**config.mk**
```make
export PLATFORM = sky130hd
export DESIGN_NAME = cmd_issuer
export DESIGN_NICKNAME = d
export VERILOG_FILES = /design/src/rtl/cmd_issuer.sv
export SDC_FILE = /design/constraint.sdc
export NUM_CORES = 1
export LEC_CHECK = 0
export BUFFER_PORTS_ARGS = -buffer_cell sky130_fd_sc_hd__buf_2
export CAP_MARGIN = 20
export CORE_ASPECT_RATIO = 2
export CORE_MARGIN = 10
export CORE_UTILIZATION = 58
export DETAILED_ROUTE_END_ITERATION = 16
export PLACE_DENSITY_LB_ADDON = 0.2
export SYNTH_ARGS = -nofsm -noshare
export SYNTH_HDL_FRONTEND = slang
export SYNTH_SLANG_ARGS = --single-unit
```
**constraint.sdc**
```tcl
create_clock -name clock -period 2.9 [get_ports clock]
set_input_delay 0.58 -clock clock [delete_from_list [all_inputs] [get_ports clock]]
set_output_delay 0.58 -clock clock [all_outputs]
set_load 0.02 [all_outputs]
```
**src/rtl/cmd_issuer.sv**
```systemverilog
// Host-side command transmitter: queues 32-bit words and presents each on
// cmd_data with one latch_data pulse shaped for an edge-detecting capture.
module cmd_issuer #(
  parameter int FIFO_DEPTH   = 4,
  parameter int SETUP_CYCLES = 1,
  parameter int HOLD_CYCLES  = 2,
  parameter int GAP_CYCLES   = 2
) (
  input  logic                          clock,
  input  logic                          reset,
  input  logic [31:0]                   in_cmd,
  input  logic                          in_valid,
  output logic                          in_ready,
  input  logic                          flush,
  output logic [31:0]                   cmd_data,
  output logic                          latch_data,
  output logic                          busy,
  output logic [$clog2(FIFO_DEPTH):0]   fifo_level,
  output logic [15:0]                   issued_count
);

  localparam int PW = $clog2(FIFO_DEPTH);
  localparam int LW = PW + 1;
  localparam logic [LW-1:0] LVL_ZERO   = LW'(0);
  localparam logic [LW-1:0] LVL_ONE    = LW'(1);
  localparam logic [LW-1:0] FULL_LEVEL = LW'(FIFO_DEPTH);
  localparam logic [PW-1:0] PTR_ZERO   = PW'(0);
  localparam logic [PW-1:0] PTR_ONE    = PW'(1);
  localparam logic [3:0]    SETUP_LAST = 4'(SETUP_CYCLES - 1);
  localparam logic [3:0]    HOLD_LAST  = 4'(HOLD_CYCLES - 1);
  localparam logic [3:0]    GAP_LAST   = 4'(GAP_CYCLES - 1);

  typedef enum logic [1:0] {
    IDLE   = 2'd0,
    SETUP  = 2'd1,
    STROBE = 2'd2,
    GAP    = 2'd3
  } state_t;

  state_t         state_r;
  state_t         state_s;
  logic [3:0]     cnt_r;
  logic [3:0]     cnt_s;
  logic [31:0]    mem_r [FIFO_DEPTH];
  logic [PW-1:0]  wr_ptr_r;
  logic [PW-1:0]  rd_ptr_r;
  logic [LW-1:0]  level_r;
  logic [LW-1:0]  level_s;
  logic [31:0]    cmd_r;
  logic           latch_r;
  logic           busy_r;
  logic [15:0]    issued_r;
  logic           full_s;
  logic           empty_s;
  logic           push_s;
  logic           pop_s;

  assign full_s  = (level_r == FULL_LEVEL);
  assign empty_s = (level_r == LVL_ZERO);
  // flush wins over both sides of the FIFO so a dropped word never reappears
  assign push_s  = in_valid & ~full_s & ~flush;
  assign pop_s   = (state_r == IDLE) & ~empty_s & ~flush;

  assign in_ready     = ~full_s;
  assign fifo_level   = level_r;
  assign cmd_data     = cmd_r;
  assign latch_data   = latch_r;
  assign busy         = busy_r;
  assign issued_count = issued_r;

  // Next FIFO occupancy.
  always_comb begin
    level_s = level_r;
    if (flush) begin
      level_s = LVL_ZERO;
    end else if (push_s && !pop_s) begin
      level_s = level_r + LVL_ONE;
    end else if (!push_s && pop_s) begin
      level_s = level_r - LVL_ONE;
    end else begin
      level_s = level_r;
    end
  end

  // Issue sequencer next state: each phase is timed by the shared counter.
  always_comb begin
    state_s = state_r;
    cnt_s   = cnt_r;
    case (state_r)
      IDLE: begin
        if (pop_s) begin
          state_s = SETUP;
          cnt_s   = 4'd0;
        end else begin
          state_s = IDLE;
          cnt_s   = 4'd0;
        end
      end
      SETUP: begin
        if (cnt_r == SETUP_LAST) begin
          state_s = STROBE;
          cnt_s   = 4'd0;
        end else begin
          cnt_s = cnt_r + 4'd1;
        end
      end
      STROBE: begin
        if (cnt_r == HOLD_LAST) begin
          state_s = GAP;
          cnt_s   = 4'd0;
        end else begin
          cnt_s = cnt_r + 4'd1;
        end
      end
      GAP: begin
        if (cnt_r == GAP_LAST) begin
          state_s = IDLE;
          cnt_s   = 4'd0;
        end else begin
          cnt_s = cnt_r + 4'd1;
        end
      end
      default: begin
        state_s = IDLE;
        cnt_s   = 4'd0;
      end
    endcase
  end

  // FIFO storage; contents need no reset since level gates every read.
  always_ff @(posedge clock) begin
    if (push_s) begin
      mem_r[wr_ptr_r] <= in_cmd;
    end
  end

  // FIFO pointers and occupancy.
  always_ff @(posedge clock or posedge reset) begin
    if (reset) begin
      wr_ptr_r <= PTR_ZERO;
      rd_ptr_r <= PTR_ZERO;
      level_r  <= LVL_ZERO;
    end else if (flush) begin
      wr_ptr_r <= PTR_ZERO;
      rd_ptr_r <= PTR_ZERO;
      level_r  <= LVL_ZERO;
    end else begin
      if (push_s) begin
        wr_ptr_r <= wr_ptr_r + PTR_ONE;
      end
      if (pop_s) begin
        rd_ptr_r <= rd_ptr_r + PTR_ONE;
      end
      level_r <= level_s;
    end
  end

  // Sequencer state plus registered strobe, word and status outputs.
  always_ff @(posedge clock or posedge reset) begin
    if (reset) begin
      state_r  <= IDLE;
      cnt_r    <= 4'd0;
      cmd_r    <= 32'h0000_0000;
      latch_r  <= 1'b0;
      busy_r   <= 1'b0;
      issued_r <= 16'h0000;
    end else begin
      state_r <= state_s;
      cnt_r   <= cnt_s;
      latch_r <= (state_s == STROBE);
      busy_r  <= (state_s != IDLE) || (level_s != LVL_ZERO);
      if (pop_s) begin
        cmd_r <= mem_r[rd_ptr_r];
      end
      if ((state_r == SETUP) && (state_s == STROBE)) begin
        issued_r <= issued_r + 16'd1;
      end
    end
  end

endmodule
```
==> impl_metrics.ini <==
[pwr]
vdd_drop_max_mv = 0.557
p_per_area_nw_per_um2 = 912
p_leak_nw = 3.39

[yosys]
ys_seq_elements = 191
synthCells = 395
ys_seq_area_frac = 0.726
syn-num-nets = 443
synth_area_um2 = 7470
yosys_warnings = 0
synthDistinctLibCells = 43
avgSynthCellArea_um2 = 18.9

[die]
start_util = 0.592
ios = 90
core-area_um2 = 12600
fp.dieW_um = 100
dieArea_um2 = 18100
core.rowCount = 58
fp.dieH_um = 180

[global_route]
overflow = 0
grt_pass1_vias = 4291
track_usage = 0.164
antenna_found_initial = 0
grt_pass1_wl_mm = 22.9
grt_max_degree = 39

[hold_path]
hp-class = in -> async

[setup_path]
cp-end-kind = flip-flop
critPathArrivalTime_ns = 2.70
cp_max_fo = 5
required_ns = 3.20
critical_path_class = reg -> reg
worstSetupStartpointType = flip-flop

[timing]
worst_slew_pin_slew_ns = 0.855
finalHoldViolations = 0
slew-limit-headroom = 0.430
fmaxAchievable_mhz = 417
maxSlewViolCount = 0
finalCriticalPeriod_ns = 2.40
fin_crit_sh = 0.827
setup_viol = 0
tns_ns = 0
whs_ns = 0.232
rsz0062_at_grt = false
fin_skew_ns = 0.00951

[layout]
post-route-util = 0.696
final_area_um2 = 8790
fillers = 852
fin_nets = 548
antenna_cells = 0
syn_to_final_growth_pct = 17.6
drive_above_1_share = 0.421

[clock_network]
clock_sinks = 191
cts_resized = 0
postCtsSetupRepairBufs = 0
cts_max_path_buffers = 2
postCtsHoldBufs = 0
htree_levels = 4
cts.clk_slew.worst_paths_ns = 0.07
clk_latency_ns = 0.43
cts_tree = built
cts_buffers = 17
cts_root_buf = clkbuf_16

[drt]
num_vias = 3822
drt-total-wl_mm = 14.2
drt_iter0_drc = 192
firstDrtPassIters = 4
wl_per_cell_um = 21.4
drcViolationCount = 0
detail-route-antenna-nets = 0
vias_per_cell = 5.76

[placement]
dp.final_hpwl_mm = 9.59
io_buffers = 89
placed_cell_area_um2 = 8210
gp_congestion = 0.806

[job]
drv_cap = 0

[status]
status = completed
worst max-delay path, stage by stage, from the launching register on:
cell	delay (ns)
dfrtp_1	0.42
inv_1	0.09
ha_1	0.25
nor2b_4	0.16
a2111oi_4	0.45
a22oi_2	0.12
mux2_4	0.33
or4_1	0.46
layout make-up:
class / instances / area, um2 / share of cell area
multi-input combinational: 177 / 1940 / 0.221
timing repair buffer: 101 / 611 / 0.0695
clock inverter: 14 / 146 / 0.0167
tap: 150 / 188 / 0.0214
sequential: 191 / 5420 / 0.617
inverter: 12 / 45.0 / 0.00513
clock buffer: 18 / 429 / 0.0488
layer usage:
layer / global-route usage / share of wire
met1: 0.170 / 0.36
met2: 0.302 / 0.58
met3: 0.0476 / 0.048
met4: 0.0500 / 0.011
met5: 0 / 0
kinds of logic (layout without fill, tap and decap cells):
kind of cell,after synthesis,in the layout,synth area share
mux,69,69,0.153
simple gates,63,63,0.0469
buf+inv,27,145,0.0149
xor+xnor,20,20,0.0234
compound gates,13,13,0.0164
fa+ha+maj,12,12,0.0201
flops,191,191,0.726
Yosys cell counts, drive strengths merged:
master / count / area [um2]
edfxtp: 128 / 3840
dfrtp: 63 / 1580
mux2: 36 / 409
mux4: 32 / 721
nor2: 16 / 60.1
ha: 12 / 150
inv: 12 / 45.0
xnor2: 10 / 87.6
xor2: 10 / 87.6
clkbuf: 9 / 33.8
nand2: 8 / 30.0
nand3: 7 / 35.0
buf: 6 / 32.5
nor3: 6 / 41.3
and2: 5 / 31.3
nand4: 5 / 31.3
nor2b: 3 / 26.3
nor3b: 3 / 22.5
a22oi: 2 / 20.0
nand2b: 2 / 12.5
o21ai: 2 / 10.0
or3b: 2 / 17.5
or4: 2 / 15.0
a2111oi: 1 / 27.5
a211oi: 1 / 7.51
a21bo: 1 / 10.0
a21o: 1 / 7.51
a21oi: 1 / 5.00
and3: 1 / 6.26
and4: 1 / 8.76
mux2i: 1 / 10.0
nor4: 1 / 6.26
o211ai: 1 / 7.51
o21a: 1 / 7.51
o22ai: 1 / 12.5
o31ai: 1 / 7.51
or2: 1 / 6.26
sequential cells by signal, summed over array words and instances (netlist names):
signal	cells
busy	1
cmd_data	32
cnt_r	4
fifo_level	3
issued_count	16
latch_data	1
mem_r	128
rd_ptr_r	2
state_r	2
wr_ptr_r	2
where the power goes:
part	switching (mW)	internal, mW
Combinational	1.15	0.933
Clock	1.07	1.15
Sequential	0.323	3.38
through the flow:
stage	power (mW)	setup WS, ns	std cells
6_report	8.01	0.502	663
2_1_floorplan	5.13	0.477	395
3_5_place_dp	5.87	0.528	631
4_1_cts	8.10	0.521	663
3_3_place_gp	5.78	0.582	631
5_1_grt	8.38	0.388	663
layout by cell type (no fill, tap or decap), types with 2 or more instances in the layout:
master / synthesis / routed
and2_2: 0 / 4
buf_12: 0 / 6
buf_2: 5 / 89
buf_4: 1 / 6
clkbuf_16: 0 / 17
clkinv_8: 0 / 2
clkinvlp_4: 0 / 3
dfrtp_1: 63 / 61
dfrtp_2: 0 / 2
edfxtp_1: 128 / 128
ha_1: 12 / 12
inv_1: 12 / 11
inv_6: 0 / 3
inv_8: 0 / 5
mux2_2: 35 / 35
mux4_2: 32 / 32
nand2_1: 8 / 8
nand2b_1: 2 / 2
nand3_1: 7 / 7
nand4_1: 5 / 5
nor2_1: 16 / 16
nor2b_1: 2 / 2
nor3_1: 5 / 5
nor3b_1: 3 / 3
o21ai_0: 2 / 2
xnor2_1: 10 / 10
xor2_1: 10 / 10
worst paths after layout:
kind,startpoint,to,slack (ns),cells after the start
min,reset,state_r[1],0.23,2
min in group clock,in_cmd[21],mem_r[0][21],0.36,1
max in group asynchronous,reset,cmd_data[13],2.04,3
max reg2reg,fifo_level[0],busy,0.50,7
max,fifo_level[0],busy,0.50,7
min reg2reg,issued_count[15],issued_count[15],0.48,1
Power figures use the tool's default switching activity.
